File: config.mk
export PLATFORM = sky130hd
export DESIGN_NAME = demultiplexer_8bits
export DESIGN_NICKNAME = d
export VERILOG_FILES = /design/src/rtl/demultiplexer_8bits_pkg.sv /design/src/rtl/demultiplexer_8bits_channel_fifo.sv /design/src/rtl/demultiplexer_8bits.sv
export SDC_FILE = /design/constraint.sdc
export NUM_CORES = 1
export LEC_CHECK = 0
export ABC_AREA = 1
export BUFFER_PORTS_ARGS = -buffer_cell sky130_fd_sc_hd__buf_2
export CAP_MARGIN = 10
export CORE_MARGIN = 5
export CORE_UTILIZATION = 41
export DETAILED_ROUTE_END_ITERATION = 10
export SYNTH_ARGS = -nofsm -noshare
export SYNTH_HDL_FRONTEND = slang
export SYNTH_SLANG_ARGS = --single-unit
File: constraint.sdc
create_clock -name clk -period 3.8 [get_ports clk]
set_input_delay 0.76 -clock clk [delete_from_list [all_inputs] [get_ports clk]]
set_output_delay 0.76 -clock clk [all_outputs]
set_load 0.01 [all_outputs]
File: src/rtl/demultiplexer_8bits_pkg.sv
// Shared defaults for the byte demultiplexer: data width, FIFO depth,
// channel select encodings and the per-channel occupancy state type.
package demultiplexer_8bits_pkg;

  localparam int unsigned DEF_WIDTH = 8;
  localparam int unsigned DEF_DEPTH = 2;

  localparam logic CH0 = 1'b0;
  localparam logic CH1 = 1'b1;

  typedef enum logic [1:0] {
    CH_EMPTY   = 2'd0,
    CH_PARTIAL = 2'd1,
    CH_FULL    = 2'd2
  } ch_state_t;

endpackage

File: src/rtl/demultiplexer_8bits_channel_fifo.sv
// One output channel of the demultiplexer: a DEPTH-entry FIFO with
// registered full/valid flags derived from an EMPTY/PARTIAL/FULL state machine.
module demux_channel_fifo
  import demultiplexer_8bits_pkg::*;
#(
  parameter int unsigned WIDTH = DEF_WIDTH,
  parameter int unsigned DEPTH = DEF_DEPTH
) (
  input  logic                           clk,
  input  logic                           rst_n,
  input  logic                           push,
  input  logic [WIDTH-1:0]               data_in,
  output logic                           full,
  input  logic                           pop,
  output logic [WIDTH-1:0]               head,
  output logic                           valid,
  output logic [$clog2(DEPTH+1)-1:0]     count
);

  localparam int unsigned PW = $clog2(DEPTH);
  localparam int unsigned CW = $clog2(DEPTH + 1);

  logic [WIDTH-1:0] mem [DEPTH];
  logic [PW-1:0]    wr_ptr, rd_ptr;
  logic [PW-1:0]    wr_ptr_next, rd_ptr_next;
  logic [CW-1:0]    count_next;
  ch_state_t        state, state_next;
  logic             push_ok, pop_ok;

  assign full  = (state == CH_FULL);
  assign valid = (state != CH_EMPTY);
  assign head  = valid ? mem[rd_ptr] : '0;

  // Push is refused on a full channel even if it pops in the same cycle.
  assign push_ok = push & ~full;
  assign pop_ok  = pop & valid;

  always_comb begin
    wr_ptr_next = wr_ptr;
    rd_ptr_next = rd_ptr;
    count_next  = count + CW'(push_ok) - CW'(pop_ok);
    state_next  = state;
    if (push_ok) wr_ptr_next = wr_ptr + PW'(1);
    if (pop_ok)  rd_ptr_next = rd_ptr + PW'(1);
    if (count_next == '0)
      state_next = CH_EMPTY;
    else if (count_next == CW'(DEPTH))
      state_next = CH_FULL;
    else
      state_next = CH_PARTIAL;
  end

  always_ff @(posedge clk or negedge rst_n) begin
    if (!rst_n) begin
      state  <= CH_EMPTY;
      count  <= '0;
      wr_ptr <= '0;
      rd_ptr <= '0;
    end else begin
      state  <= state_next;
      count  <= count_next;
      wr_ptr <= wr_ptr_next;
      rd_ptr <= rd_ptr_next;
    end
  end

  // Storage needs no reset: head is masked to zero whenever the channel is empty.
  always_ff @(posedge clk) begin
    if (push_ok) mem[wr_ptr] <= data_in;
  end

endmodule

File: src/rtl/demultiplexer_8bits.sv
// Steers one byte stream to one of two buffered output channels chosen by s;
// each channel has its own valid/ready FIFO so consumers stall independently.
module demultiplexer_8bits
  import demultiplexer_8bits_pkg::*;
#(
  parameter int unsigned WIDTH = DEF_WIDTH,
  parameter int unsigned DEPTH = DEF_DEPTH
) (
  input  logic                       clk,
  input  logic                       rst_n,
  input  logic [WIDTH-1:0]           i,
  input  logic                       s,
  input  logic                       in_valid,
  output logic                       in_ready,
  output logic [WIDTH-1:0]           out0,
  output logic                       out0_valid,
  input  logic                       out0_ready,
  output logic [WIDTH-1:0]           out1,
  output logic                       out1_valid,
  input  logic                       out1_ready,
  output logic [$clog2(DEPTH+1)-1:0] count0,
  output logic [$clog2(DEPTH+1)-1:0] count1
);

  logic full0, full1;
  logic push0, push1;

  assign in_ready = (s == CH1) ? ~full1 : ~full0;
  assign push0    = in_valid & in_ready & (s == CH0);
  assign push1    = in_valid & in_ready & (s == CH1);

  demux_channel_fifo #(
    .WIDTH (WIDTH),
    .DEPTH (DEPTH)
  ) u_ch0 (
    .clk     (clk),
    .rst_n   (rst_n),
    .push    (push0),
    .data_in (i),
    .full    (full0),
    .pop     (out0_ready),
    .head    (out0),
    .valid   (out0_valid),
    .count   (count0)
  );

  demux_channel_fifo #(
    .WIDTH (WIDTH),
    .DEPTH (DEPTH)
  ) u_ch1 (
    .clk     (clk),
    .rst_n   (rst_n),
    .push    (push1),
    .data_in (i),
    .full    (full1),
    .pop     (out1_ready),
    .head    (out1),
    .valid   (out1_valid),
    .count   (count1)
  );

endmodule
**After elaboration in Yosys (flattened, before gate mapping)**

Memories as Yosys holds them, arrays and structs flattened.
Cells that the tools add are included.
W data, S select, Z words.

- Add/sub/neg operators: 8
- Equality and inequality tests: 4
- Mux-type cells: 11
- Bitwise operators: 10
- Reductions and logical operators: 4

Operator list:

| operator | number |
|---|---|
| $mux W8 | 2 |
| $eq A2 B2 Y1 const B | 4 |
| $mux W2 | 4 |
| $and A1 B1 Y1 | 7 |
| $mux W1 | 5 |
| $add A1 B1 Y1 const B | 4 |
| $add A2 B1 Y2 | 2 |
| $logic_not A2 Y1 | 2 |
| $reduce_bool A2 Y1 | 2 |
| $sub A2 B1 Y2 | 2 |
| $not A1 Y1 | 3 |

- Flip-flop bits (word level): 12
- Bits in writable memories: 32
- Bits of input ports: 14
- Logic and storage cells: 47
- Memories: 2

Memories:

| memory | depth | bits a word | rd ports | clocked after Yosys merged registers in | wr ports | RTL line | source |
|---|---|---|---|---|---|---|---|
| u_ch0.mem | 2 | 8 | 1 | 0 | 1 | demultiplexer_8bits_channel_fifo.sv:23 | `logic [WIDTH-1:0] mem [DEPTH];` |
| u_ch1.mem | 2 | 8 | 1 | 0 | 1 | demultiplexer_8bits_channel_fifo.sv:23 |  |

**Logic depth before layout (Yosys ltp)**

- Depth in word-level cells: 11
- Gate-level depth with buffers: 8

**Cells and area by module**

A second synthesis with hierarchy kept.

- Cell total of the unflattened synthesis: 161
- Area total of the unflattened synthesis: 1,788.0 µm²

Modules (own cells, without submodules):

| module | instances | cells each | area an instance (µm²) |
|---|---|---|---|
| demux_channel_fifo | 2 | 76 | 874.6 |
| demultiplexer_8bits | 1 | 9 | 38.8 |

**Worst setup path before layout**

Ideal clock, no wire load.

- Path kind: input -> output
- Start point: input s
- End point: output in_ready
- Data arrival time: 1,014 ps
- Data required time: 3,040 ps
- Slack: 2,026 ps
- Stages on the path: 2
- Path buffers: 0
- Cell sequence: nor2_1 a31oi_1

- Longest elaborated chain between the ends: 1

RTL lines:

| element | RTL line | source |
|---|---|---|
| start: declaration | demultiplexer_8bits.sv:12 | `input logic s,` |
| $mux W1 | demultiplexer_8bits.sv:28 | `assign in_ready = (s == CH1) ? ~full1 : ~full0;` |
| end: declaration | demultiplexer_8bits.sv:14 | `output logic in_ready,` |

No other way between the ends.

**Worst setup path in the final report**

- Start point: register u_ch1.rd_ptr
- End point: output out1[5]

- Longest elaborated chain between the ends: 2

RTL lines:

| element | RTL line | source |
|---|---|---|
| start: declaration | demultiplexer_8bits_channel_fifo.sv:24 | `logic [PW-1:0] wr_ptr, rd_ptr;` |
| start signal: assignment | demultiplexer_8bits_channel_fifo.sv:63 | `rd_ptr <= rd_ptr_next;` |
| $mem_v2 Z2 W8 | n/a |  |
| $mux W8 | demultiplexer_8bits_channel_fifo.sv:32 | `assign head = valid ? mem[rd_ptr] : '0;` |
| end: declaration | demultiplexer_8bits.sv:18 | `output logic [WIDTH-1:0] out1,` |

No other way between the ends.

==> results.py <==
metrics = {
    "place": {
        "final_hpwl_dp_um": 2310,
        "placed_cell_area_um2": 1950,
        "numPlacedInstances": 225,
        "number_of_input_and_output_port_buffers_inserted": 36,
        "routabilityCongestion": 0.732,
        "placement.setup.worst_slack_ns": 1.74,
    },
    "power": {
        "swShare": 0.381,
        "p_leak_nw": 0.899,
        "switching_power_mw": 0.581,
        "pwr-share-clk": 0.173,
        "power.internal_mw": 0.946,
        "ir_drop_v": 0.000396,
        "power_frac_seq": 0.442,
        "power_density_nw_per_um2": 752,
        "power.combinational.fraction": 0.385,
        "p_total_mw": 1.53,
    },
    "timing": {
        "finalWorstPathRequiredPeriod_ns": 2.21,
        "sum_of_negative_setup_slack_ns": 0,
        "timing.max_slew.rel_slack": 0.488,
        "fin_worst_skew_ns": 0.00256,
        "worst_hold_slack_ns": 0.321,
        "final_max_slew_viol_count": 0,
        "rsz0062_at_grt": "no",
        "timing.final.hold_violations": 0,
        "layout_worst_path_cycle_share": 0.582,
        "worst_pin_slew_ns": 0.765,
        "worst_slack_ns": 1.59,
        "clock.fmax_ghz": 0.452,
        "setup_viol": 0,
    },
    "worst_setup_path": {
        "start_kind": "register",
        "required_time_at_the_worst_slack_endpoint_ns": 3.04,
        "critical-path-max-stage-delay_ns": 0.51,
        "worstPathCellList": "inv_1 -> nand2_1 -> a21oi_1 -> buf_2",
        "critical_path_class": "register to output pin",
        "worst_setup_path_end_kind": "output pin",
        "crit_fanout": 10,
        "worst_reg_to_reg_path_cell_count": 4,
        "arrival_ns": 1.45,
        "cp_slowest_cell": "dfrtp_1",
    },
    "floorplan": {
        "i_o_pins": 37,
        "die_y_um": 75.0,
        "area_of_the_core_um2": 4060,
        "initial_utilization": 0.427,
        "die_x_um": 75.0,
        "die_area_um2": 5620,
        "std_cell_rows": 23,
    },
    "final_layout": {
        "filler_cell_count": 385,
        "final_cells": 233,
        "finalCoreUtilization": 0.500,
        "post-route-cell-area_um2": 2030,
        "drive_above_1_share": 0.273,
        "nNetsFinal": 199,
        "antennaDiodeCount": 0,
        "flow.area_growth_from_synthesis_pct": 17.3,
    },
    "global_route": {
        "grt_pass1_vias": 1109,
        "gr-usage-all-layers": 0.129,
        "pin_count_of_the_biggest_net_entering_global_routing": 13,
        "grt_pass1_wl_um": 5240,
        "gr-total-overflow": 0,
        "grt_antenna_before_repair": 0,
    },
    "drt": {
        "post-route-drc-count": 0,
        "totalWireLength_um": 3150,
        "drt-wirelength-per-cell_um": 13.5,
        "route.vias.total": 1097,
        "1st_pass_router_iterations": 4,
        "drt.antenna.violating_nets": 0,
        "first_iter_violations": 75,
        "drt-vias-per-instance": 4.71,
    },
    "logic_synthesis": {
        "synthesis.area_um2": 1730,
        "synthesis.yosys.warnings": 0,
        "synth_area_per_cell_um2": 12.1,
        "syn_inst": 143,
        "syn_nets": 160,
        "ys_ff_latch": 42,
        "post_synth_num_cell_types": 19,
        "yosysSeqAreaShare": 0.699,
    },
    "outcome": {
        "outcome": "finished, final reports clean",
    },
    "cts": {
        "cts_max_path_buffers": 2,
        "postCtsSetupBuffers": 0,
        "cts_max_level": 2,
        "path_clk_slew_ns": 0.07,
        "cts_made_buffers": 5,
        "clk-insertion-delay-late_ns": 0.28,
        "cts.sink_count": 42,
        "cts-root-buf": "clkbuf_8",
        "cts_repair_resize_count": 0,
        "cts_hold_buf": 0,
        "tritoncts": "built",
    },
    "job": {
        "maxCapViolations": 0,
    },
    "worst_hold_path": {
        "worstHoldPathType": "input pin to asynchronous set/reset pin",
    },
}
final timing paths:
kind                                                from                   endpoint  slack (ns)
worst min register to register  u_ch0.wr_ptr$_DFFE_PN0P_   u_ch0.wr_ptr$_DFFE_PN0P_        0.56
max in group asynchronous                          rst_n   u_ch1.rd_ptr$_DFFE_PN0P_        3.29
worst max-delay path            u_ch1.rd_ptr$_DFFE_PN0P_                    out1[5]        1.59
min in group clk                u_ch0.wr_ptr$_DFFE_PN0P_   u_ch0.wr_ptr$_DFFE_PN0P_        0.56
worst min-delay path                               rst_n   u_ch1.count[1]$_DFF_PN0_        0.32
worst max register to register  u_ch1.count[0]$_DFF_PN0_  u_ch1.mem[0][1]$_DFFE_PP_        2.14
power groups by stage:
stage | registers, mW | clock network [mW] | logic [mW]
CTS | 0.677 | 0.272 | 0.603
floorplan | 0.653 | 0 | 0.427
global placement | 0.683 | 0 | 0.584
detailed placement | 0.687 | 0 | 0.599
global route | 0.693 | 0.294 | 0.676
finish | 0.675 | 0.264 | 0.588
flip-flops by register name, indices dropped and copies added (netlist names):
| signal | cells |
|---|---|
| u_ch1.rd_ptr | 1 |
| u_ch0.rd_ptr | 1 |
| u_ch1.mem | 16 |
| u_ch0.count | 1 |
| u_ch1.count | 2 |
| u_ch1.wr_ptr | 1 |
| u_ch0.mem | 16 |
| u_ch0.state | 2 |
| u_ch0.wr_ptr | 1 |
| u_ch1.state | 1 |
metal layers:
layer	up-vias	wire [µm]	track usage
li1	547	-	-
met1	508	1350	0.159
met2	35	1470	0.206
met3	7	254	0.0521
met4	0	70	0.0455
met5	-	0	0
cell usage in the layout, fill, tap and decap left out, types with 3 or more instances in the layout:
| cell | count |
|---|---|
| nor2_2 | 4 |
| dfrtp_1 | 10 |
| edfxtp_1 | 32 |
| buf_2 | 36 |
| ha_1 | 3 |
| xor2_1 | 7 |
| nor2_1 | 7 |
| nand2_1 | 36 |
| a21oi_1 | 16 |
| inv_1 | 16 |
| clkbuf_8 | 5 |
logic make-up (layout without fill, tap and decap cells):
family / count (synthesis) / count (layout) / share of synthesized area
and+or+nand+nor: 52 / 52 / 0.137
DFF: 42 / 42 / 0.699
buffers and inverters: 21 / 61 / 0.0513
AOI/OAI and AO/OA: 17 / 17 / 0.0499
xor gates and xnor gates: 8 / 8 / 0.0405
adders and majority gates: 3 / 3 / 0.0217
area by class of cell:
class	instances	area, µm²	area share
sequential	42	1210	0.596
multi-input combinational	80	432	0.213
timing repair buffer	36	180	0.0887
clock buffer	6	72.6	0.0357
inverter	17	63.8	0.0314
tap	50	62.6	0.0308
clock inverter	2	8.76	0.00431
critical path, delay by kind of cell (launching register included):
kind | cells | cell delay [ns]
compound gates | 1 | 0.15
buf+inv | 2 | 0.42
flops | 1 | 0.51
simple gates | 1 | 0.08
cell usage after synthesis (all sizes together):
cell type	count	share of area
a21oi	16	0.046
a31oi	1	0.0036
buf	4	0.014
dfrtp	10	0.14
edfxtp	32	0.55
ha	3	0.022
inv	17	0.037
nand2	37	0.085
nand3	2	0.013
nand4	1	0.0036
nor2	12	0.036
xnor2	1	0.0051
xor2	7	0.035
No activity file was read; power rests on OpenSTA's default activity.
